==> src/rtl/cplx_pkg.sv <==
// cplx_pkg: shared widths, FSM state type and saturating clamp for the
// complex-product accumulator.
//   NIB_W   : width of one signed product part (real or imaginary)
//   PART_W  : width of one packed complex product {re, im}
//   state_t : accumulator FSM states
//   sat_clamp : clamp a (PART_W+1)-bit signed sum to a w-bit signed range
package cplx_pkg;

    localparam int NIB_W  = 8;
    localparam int PART_W = 16;

    typedef enum logic [0:0] {
        ACCUM = 1'b0,   // taking products
        HOLD  = 1'b1    // result presented, waiting for downstream
    } state_t;

    // Clamp s into [-2^(w-1), 2^(w-1)-1]; sat reports that clamping occurred.
    // The return value carries the clamped number in its low w bits.
    function automatic logic [PART_W-1:0] sat_clamp(
        input  logic signed [PART_W:0] s,
        input  int                     w,
        output logic                   sat
    );
        logic signed [PART_W:0] hi;
        logic signed [PART_W:0] lo;
        hi  = (17'sd1 <<< (w - 1)) - 17'sd1;
        lo  = -hi - 17'sd1;
        sat = 1'b0;
        if (s > hi) begin
            sat       = 1'b1;
            sat_clamp = hi[PART_W-1:0];
        end else if (s < lo) begin
            sat       = 1'b1;
            sat_clamp = lo[PART_W-1:0];
        end else begin
            sat_clamp = s[PART_W-1:0];
        end
    endfunction

endpackage

==> src/rtl/cmul_accumulator_sat_add.sv <==
// sat_add: signed NIB_W-bit part plus signed ACC_W-bit accumulator with
// saturation to the ACC_W range.
//   part : signed product component
//   acc  : current accumulator value
//   sum  : clamped acc + part
//   sat  : sum was clamped
module sat_add
    import cplx_pkg::*;
#(
    parameter int ACC_W = 12
) (
    input  logic signed [NIB_W-1:0] part,
    input  logic signed [ACC_W-1:0] acc,
    output logic signed [ACC_W-1:0] sum,
    output logic                    sat
);

    logic signed [ACC_W:0] raw;
    logic [PART_W-1:0]     clamped;
    logic                  clip;

    always_comb begin
        // One extra bit holds any single add exactly; the clamp folds it back.
        raw     = (ACC_W + 1)'(part) + (ACC_W + 1)'(acc);
        clip    = 1'b0;
        clamped = sat_clamp((PART_W + 1)'(raw), ACC_W, clip);
        sum     = ACC_W'(clamped);
        sat     = clip;
    end

endmodule

==> src/rtl/cmul_accumulator.sv <==
// cmul_accumulator: sums N_TERMS packed complex products into saturating
// real/imaginary accumulators and presents each finished sum on a
// valid/ready port. A one-entry skid catches a product arriving while a
// result is still waiting for acceptance.
//   clk, rst   : clock, asynchronous active-low reset
//   in_valid   : one-cycle pulse, product on in_data = {re[7:0], im[7:0]}
//   clear      : synchronous frame abort (overflow survives)
//   out_valid/out_ready : result handshake
//   out_data   : {re[ACC_W-1:0], im[ACC_W-1:0]}
//   out_sat    : some clamp happened in this frame (qualified by out_valid)
//   overflow   : sticky, a product was dropped
//   busy       : partial frame, pending result or occupied skid
module cmul_accumulator
    import cplx_pkg::*;
#(
    parameter int N_TERMS = 4,
    parameter int ACC_W   = 12
) (
    input  logic                 clk,
    input  logic                 rst,
    input  logic                 in_valid,
    input  logic [PART_W-1:0]    in_data,
    input  logic                 clear,
    output logic                 out_valid,
    input  logic                 out_ready,
    output logic [2*ACC_W-1:0]   out_data,
    output logic                 out_sat,
    output logic                 overflow,
    output logic                 busy
);

    state_t                  state;
    logic [3:0]              count;
    logic signed [ACC_W-1:0] acc_re;
    logic signed [ACC_W-1:0] acc_im;
    logic signed [ACC_W-1:0] sum_re;
    logic signed [ACC_W-1:0] sum_im;
    logic                    sat_re;
    logic                    sat_im;
    logic                    frame_sat;
    logic                    skid_vld;
    logic [PART_W-1:0]       skid_data;
    logic [PART_W-1:0]       prod;
    logic                    consume;
    logic                    last;

    // The skid always holds the oldest product, so it is drained first.
    always_comb begin
        consume = (state == ACCUM) && (skid_vld || in_valid);
        prod    = skid_vld ? skid_data : in_data;
        last    = consume && (count == 4'(N_TERMS - 1));
    end

    sat_add #(.ACC_W(ACC_W)) u_add_re (
        .part (prod[15:8]),
        .acc  (acc_re),
        .sum  (sum_re),
        .sat  (sat_re)
    );

    sat_add #(.ACC_W(ACC_W)) u_add_im (
        .part (prod[7:0]),
        .acc  (acc_im),
        .sum  (sum_im),
        .sat  (sat_im)
    );

    always_ff @(posedge clk or negedge rst) begin
        if (!rst) begin
            state     <= ACCUM;
            count     <= '0;
            acc_re    <= '0;
            acc_im    <= '0;
            frame_sat <= 1'b0;
            skid_vld  <= 1'b0;
            skid_data <= '0;
            out_valid <= 1'b0;
            out_data  <= '0;
            out_sat   <= 1'b0;
            overflow  <= 1'b0;
        end else if (clear) begin
            state     <= ACCUM;
            count     <= '0;
            acc_re    <= '0;
            acc_im    <= '0;
            frame_sat <= 1'b0;
            skid_vld  <= 1'b0;
            out_valid <= 1'b0;
            out_sat   <= 1'b0;
        end else begin
            case (state)
                ACCUM: begin
                    if (consume) begin
                        if (last) begin
                            out_data  <= {sum_re, sum_im};
                            out_sat   <= frame_sat | sat_re | sat_im;
                            out_valid <= 1'b1;
                            count     <= '0;
                            acc_re    <= '0;
                            acc_im    <= '0;
                            frame_sat <= 1'b0;
                            state     <= HOLD;
                        end else begin
                            acc_re    <= sum_re;
                            acc_im    <= sum_im;
                            frame_sat <= frame_sat | sat_re | sat_im;
                            count     <= count + 4'd1;
                        end
                    end
                    // Skid drained this cycle; a new pulse refills it behind.
                    // With the skid empty, a pulse is consumed directly.
                    if (skid_vld) begin
                        skid_vld <= in_valid;
                        if (in_valid) skid_data <= in_data;
                    end
                end
                HOLD: begin
                    if (in_valid) begin
                        if (!skid_vld) begin
                            skid_vld  <= 1'b1;
                            skid_data <= in_data;
                        end else begin
                            overflow <= 1'b1;
                        end
                    end
                    // out_valid is always set while in HOLD.
                    if (out_ready) begin
                        out_valid <= 1'b0;
                        out_sat   <= 1'b0;
                        state     <= ACCUM;
                    end
                end
                default: state <= ACCUM;
            endcase
        end
    end

    assign busy = (count != 4'd0) || out_valid || skid_vld;

endmodule

==> config.mk <==
export PLATFORM = sky130hd
export DESIGN_NAME = cmul_accumulator
export DESIGN_NICKNAME = d
export VERILOG_FILES = /design/src/rtl/cplx_pkg.sv /design/src/rtl/cmul_accumulator_sat_add.sv /design/src/rtl/cmul_accumulator.sv
export SDC_FILE = /design/constraint.sdc
export NUM_CORES = 1
export LEC_CHECK = 0
export BUFFER_PORTS_ARGS = -buffer_cell sky130_fd_sc_hd__clkbuf_2
export CAP_MARGIN = 0
export CORE_AREA = 3 3 101 103
export CTS_CLUSTER_DIAMETER = 50
export CTS_CLUSTER_SIZE = 10
export DETAILED_ROUTE_END_ITERATION = 16
export DIE_AREA = 0 0 104 106
export HOLD_SLACK_MARGIN = 0.15
export PLACE_DENSITY = 0.76
export SYNTH_ARGS = -nofsm -noshare
export SYNTH_HDL_FRONTEND = slang
export SYNTH_HIERARCHICAL = 1
export SYNTH_SLANG_ARGS = --single-unit
==> constraint.sdc <==
create_clock -name clk -period 3.4 [get_ports clk]
set_input_delay 0.68 -clock clk [delete_from_list [all_inputs] [get_ports clk]]
set_output_delay 0.68 -clock clk [all_outputs]
set_load 0.1 [all_outputs]
==> results of run 1 <==
-- state kept, by name (all words and copies together) (netlist names) --
signal	cells
acc_re	12
count	4
out_data	24
skid_data	16
out_valid	1
overflow	1
state	1
skid_vld	1
acc_im	12
frame_sat	1
out_sat	1
-- power groups by stage --
| stage | clock network (mW) | logic (mW) | registers, mW |
|---|---|---|---|
| floorplan | 0 | 1.41 | 1.92 |
| global placement | 0 | 2.62 | 1.22 |
| detailed placement | 0 | 2.66 | 1.22 |
| CTS | 0.626 | 2.67 | 1.21 |
| global route | 0.662 | 2.87 | 1.23 |
| finish | 0.609 | 2.70 | 1.21 |
-- through the flow --
step | instances | hold slack (ns)
2_1_floorplan | 469 | 0.3844
3_3_place_gp | 644 | 0.4509
3_5_place_dp | 644 | 0.4588
4_1_cts | 659 | 0.4753
5_1_grt | 659 | 0.5004
6_report | 659 | 0.4642
-- area by class of cell --
cell class / count / share of cell area (%)
clock inverters: 2 / 0.2444
clock buffers: 13 / 2.644
multi-input cells: 354 / 52.89
repair buffers: 68 / 7.200
inverters: 19 / 1.267
well taps: 129 / 2.867
flip-flops and latches: 74 / 32.89
-- synthesized netlist by cell type, drive strengths merged, types with 3 or more instances --
master	number	area share, %
nand3	9	0.89
o31ai	4	1.3
o22ai	4	0.49
nand4	8	0.99
nor2b	5	0.62
dfrtp	74	37
mux2	56	14
mux2i	3	0.59
inv	19	1.4
nand2b	10	1.2
o21bai	3	0.44
xor2	5	0.86
o211ai	20	3.4
xnor2	17	2.9
ha	26	6.4
or2	3	0.37
a22oi	4	0.59
a22o	24	4.1
o21ai	31	3.1
a221oi	6	2.0
nor3	6	0.59
clkbuf	6	0.49
nand2	32	2.5
nor2	15	1.1
a211oi	3	0.74
a21oi	32	4.3
buf	16	2.9
a21o	4	0.59
-- timing repair --
action,in CTS,in global routing
setup endpoints to repair,0,9
resized for setup,0,1
hold buffers,0,0
-- worst max-delay path, stage by stage, from the launching register on --
cell      delay (ns)
dfrtp_1         0.38
buf_12          0.18
mux2_2          0.43
ha_1            0.43
a21oi_1         0.32
o22ai_1         0.20
nor3_2          0.23
o31ai_4         0.12
buf_4           0.19
a21oi_4         0.21
o211ai_1        0.19
mux2_4          0.30
-- logic make-up after synthesis --
| logic type | Yosys count | synth area share (%) |
|---|---|---|
| AOI/OAI and AO/OA | 149 | 23.68 |
| and+or+nand+nor | 96 | 9.457 |
| DFF | 74 | 36.54 |
| muxes | 59 | 14.52 |
| buffers and inverters | 41 | 4.790 |
| adders and majority gates | 28 | 7.210 |
| xor gates and xnor gates | 22 | 3.802 |
-- routing by layer --
metal / GRT usage [%] / vias up / part of all wire, %
met5: 0 / - / 0
met2: 34.17 / 143 / 45
met3: 3.157 / 28 / 4.8
met1: 32.10 / 1948 / 47
li1: - / 1870 / -
met4: 9.972 / 0 / 3.1
-- final timing paths --
check | start | to | slack (ns)
worst max-delay path | skid_vld | out_data[22] | 0.09
worst min-delay path | rst | acc_im[5] | 0.46
worst max register to register | skid_vld | out_data[22] | 0.09
worst min register to register | overflow | overflow | 0.47
max in group asynchronous | rst | out_data[22] | 2.32
min in group clk | overflow | overflow | 0.47
==> summary.txt, run 1 <==
Finish
  – Commonest cells after routing, fill and taps aside: dfrtp_1, clkbuf_2, mux2_2
  – Antenna cells: 0
  – Layout cells sized above 1: 32.64%
  – Most common cell after layout, fill and taps aside: dfrtp_1
  – Multi-input gate area: 2978 µm²
  – Fill cell count: 800
  – Reg area: 1852 µm²
  – Area grow syn2layout: 11.11%
  – Number of nets in the layout: 575
  – Final design utilization: slightly above 60%
  – Final instance area: 5630 µm²

Timing
  – Max Transition Viols Final: 0
  – Min Tclk post-route: ~3.3 ns
  – Period utilisation layout: between 90% and 100%
  – Fin Setup TNS: 0 ns
  – Worst-Margin Slew: 0.9385 ns
  – Fin. Hold Viols: 0
  – Rel. slew slack: 37.43%
  – RSZ-0062 raised after global routing: false
  – Setup WS post-layout: 0.09049 ns
  – FMAX: 302.2 MHz
  – Final Setup Violations: 0
  – Final setup skew: between 0.01 and 0.015 ns

Clocking
  – CTS clk-pin slew, worst paths: 0.08 ns
  – Post-CTS Setup Bufs: 0
  – TritonCTS sink count: 74
  – CTS tree: yes
  – Clk root buf: clkbuf_8
  – Later-pin clock latency in the skew report: 0.35 ns
  – H-tree depth: 3
  – CTS buffer count: 9
  – CTS Buffer Depth: 2

Worst setup path
  – Startpoint types: flip-flop
  – WP data arrival: roughly 3.5 ns
  – Crit-path max FO: 23
  – CP Capture Type: flip-flop
  – CP Data Required Time: approximately 3.6 ns
  – Reg2Reg Depth: 11
  – Critical path class: reg -> reg

Global route
  – First-pass GRT wire length: 20,160 µm
  – Maximum number of pins on one net before global-route repair: 75
  – GR Overflow Total: 0
  – Initial antenna violation count: 0
  – Vias in the first global route: 3,964
  – GRT Overall Usage: 22.49%

Floorplan
  – Die H: 106 µm
  – Die width: 104 µm
  – Initial Util: 54.58%
  – Core Region: around 9300 µm²
  – Row count: 35
  – Die ar.: 11,020 µm²
  – I/O pins: roughly 50

Pwr
  – Overall power: between 4 and 5 mW
  – Sw frac: 50.76%
  – Power density cells: between 800 and 900 nW/µm²
  – Share of total power in sequential cells: a little over a quarter
  – P_leak: 2.640 nW
  – Peak supply drop: around 640 µV
  – Clock power share: 13.5%
  – Share of total power in combinational logic: slightly below 60%
  – Net Switching: 2.290 mW
  – Pint: around 2.2 mW

Synth
  – Sequential element share of the synthesized area: 36.54%
  – Register bit total from synthesis: 74
  – Ys Warns: 6
  – Asr flop ratio synth: 100.0%
  – Mapped Area: 5067 µm²
  – Synthesized instance count: 469
  – Syn nets: between 500 and 600
  – EDFF count, synth: 0
  – Post-Syn Area per Cell: 10.80 µm²
  – Post-synthesis cell type count: 57
  – Synth Flop Type: dfrtp_1

Routing
  – Post-route ant nets: 0
  – # DRC: 0
  – Vias per inst: 6.053
  – Drt wl/cell: 18.17 µm
  – Final WL: about 12,000 µm
  – DRT iter0 DRCs: 228
  – Total number of vias: 3,989
  – First-pass DRT Iterations: 5

Hold path
  – Hold Crit Class: in -> async

Placement
  – HPWL Detailed: around 8900 µm
  – PortBufs: 48
  – Pre-CTS setup slack: -0.005493 ns
  – Final GP Congestion: 0.9229
  – Post-placement cell area: ~5500 µm²

Job
  – Max-Cap Viols: 0

Status
  – Status: completed
No activity file was read; power rests on OpenSTA's default activity.
==> run 2, diff against run 1 <==
Settings changed: CELL_PAD_IN_SITES_DETAIL_PLACEMENT set to 1, CELL_PAD_IN_SITES_GLOBAL_PLACEMENT set to 1, CORE_AREA 3 3 101 103 to 3 3 113 115, DIE_AREA 0 0 104 106 to 0 0 116 118, PLACE_DENSITY 0.76 to 0.84.
==> run 2 against run 1 <==
Effect of this change: flip-flop and latch count stayed put; critical endpoint is now frame_sat; hold slack improved by 0.017 ns; count of clock-buffer cells in the layout is 2 lower; combinational power increased by 3%.
==> summary.txt, run 2 (synthesis results as in run 1) <==
Hold path
  – Launch point of the worst hold path: overflow
  – Hold Crit Class: reg -> reg
  – Hold path depth: 1
  – Hold Path Sink: overflow

Finish
  – Layout cells sized above 1: 34.08%
  – Largest regs: out_data: 24 flops, skid_data: 16 flops
  – Post-route non-filler standard cell count: 681
  – Area grow syn2layout: 15.14%
  – Most common cell after layout, fill and taps aside: dfrtp_1
  – Biggest register: out_data
  – Max FFs per register: 24
  – Number of nets in the layout: 578
  – Commonest cells after routing, fill and taps aside: dfrtp_1, clkbuf_2, mux2_2
  – Antenna cells: 0

Global route
  – Maximum number of pins on one net before global-route repair: 75
  – Met2 usage in global routing: 34.75%
  – GRT Overall Usage: 20.64%
  – First-pass GRT wire length: 22,400 µm
  – Initial antenna violation count: 0
  – Met3 usage: 5.039%
  – Grt peak-use layer: met2
  – Grt met1 use: 26.24%
  – GR Overflow Total: 0
  – Vias in the first global route: 4,385

Pwr
  – Peak supply drop: about 650 µV
  – Power density cells: ~860 nW/µm²
  – Overall power: 4.992 mW
  – P_leak: 2.727 nW

Routing
  – DRT iter0 DRCs: 192
  – Post-route ant nets: 0
  – Final WL: 13,900 µm
  – # DRC: 0
  – Total number of vias: 4,063
  – First-pass DRT Iterations: 4
  – Drt wl/cell: 20.41 µm
  – Vias per inst: 5.966

Worst setup path
  – Critical path cell sequence: buf_12, mux2_2, ha_1, inv_1, fa_1, nor2b_1, o31a_2, a21oi_2, o31ai_4, o21ai_0, xnor2_1, nor3_1, or2_2, nor3_1
  – Most frequent CP cell: nor3_1
  – WP data arrival: 3.51 ns
  – Critical path class: reg -> reg
  – CP Data Required Time: about 3.7 ns
  – Startpoint types: flip-flop
  – Reg-to-Reg End: frame_sat
  – Reg2reg start: skid_vld
  – R2R Setup Slk: 0.16 ns
  – Reg2Reg Depth: 14
  – CP max-delay cell: fa_1
  – Buf/Inv on CP: 2
  – Crit-path max FO: 23
  – Cell family with most CP delay: compound AO/OA/AOI/OAI gates
  – Delay of the slowest cell on the worst path: 0.41 ns
  – CP Capture Type: flip-flop

Clocking
  – Later-pin clock latency in the skew report: 0.34 ns
  – CTS Buffer Depth: 2
  – TritonCTS sink count: 74
  – Post-CTS Hold Buffers: 0
  – CTS buffer count: 9
  – CTS clk-pin slew, worst paths: 0.06 ns
  – CTS tree: yes
  – H-tree depth: 3
  – Clk root buf: clkbuf_16

Floorplan
  – Die width: 116 µm
  – Die H: 118 µm
  – Initial Util: 42.54%
  – Core Region: 11,910 µm²
  – Row count: 40
  – Die ar.: 13,690 µm²
  – I/O pins: 49

Timing
  – Final setup skew: 0.01097 ns
  – Worst-Margin Slew: 0.9521 ns
  – Rel. slew slack: a little over a third
  – Period utilisation layout: about 95%
  – Fin Setup TNS: 0 ns
  – Final Setup Violations: 0
  – FMAX: 308.4 MHz
  – Fin. Hold Viols: 0
  – Min Tclk post-route: 3.243 ns
  – Final Hold Slack: between 0.4 and 0.5 ns
  – Max Transition Viols Final: 0
  – Setup WS post-layout: 0.1570 ns
  – RSZ-0062 raised after global routing: false

Placement
  – PortBufs: 48
  – Final GP Congestion: 0.9082
  – HPWL Detailed: ~10,000 µm
  – Pre-CTS setup slack: -0.06845 ns
  – Placed cells: 663

Status
  – Status: completed

Job
  – Max-Cap Viols: 0
-- run 2: cell types whose count changed in the layout (fill, tap and decap cells not counted), sizes merged --
cell / change
bufinv: +2
clkbuf: -2
buf: +3
clkinv: +1
-- run 2: worst max-delay path by stage --
stage	end	from	cells after the start
2_1_floorplan	frame_sat	skid_vld	14
3_3_place_gp	frame_sat	in_data[8]	14
3_5_place_dp	frame_sat	in_data[8]	14
4_1_cts	frame_sat	skid_vld	14
5_1_grt	frame_sat	skid_vld	14
6_report	frame_sat	skid_vld	14
-- run 2: power by group --
group	switching (mW)	leakage [nW]	internal (mW)
Combinational	1.89	1.58	0.879
Sequential	0.123	0.996	1.08
Clock	0.381	0.153	0.642
Total	2.39	2.73	2.60
-- run 2: metrics by stage --
stage / util [%] / instance area (µm²)
2_1_floorplan: - / 5067
3_3_place_gp: 46.11 / 5493
3_5_place_dp: 46.11 / 5493
4_1_cts: 48.73 / 5804
5_1_grt: 48.98 / 5834
6_report: 48.98 / 5834
-- run 2: per-layer routing --
layer	vias up	share of wire [%]
li1	1876	-
met1	2106	45
met2	66	51
met3	15	3.4
met4	0	1.2
met5	-	0
-- run 2: repair_timing --
action,4_1_cts,5_1_grt
setup buffers,0,2
setup endpoints to repair,0,20
resized for setup,0,5
-- run 2: worst reg2reg max path, cell delays in order (launching register included) --
cell	delay [ns]
dfrtp_1	0.40
buf_12	0.17
mux2_2	0.24
ha_1	0.21
inv_1	0.07
fa_1	0.41
nor2b_1	0.18
o31a_2	0.21
a21oi_2	0.08
o31ai_4	0.29
o21ai_0	0.19
xnor2_1	0.20
nor3_1	0.07
or2_2	0.29
nor3_1	0.16
-- run 2: final cells by class --
cell class,count,area (µm²)
Multi-Input combinational cell,354,2988
Tap cell,147,183.9
Clock inverter,5,78.83
Clock buffer,11,232.7
Inverter,19,71.32
Fill cell,1327,6077
Sequential cell,74,1852
Timing Repair Buffer,71,427.9
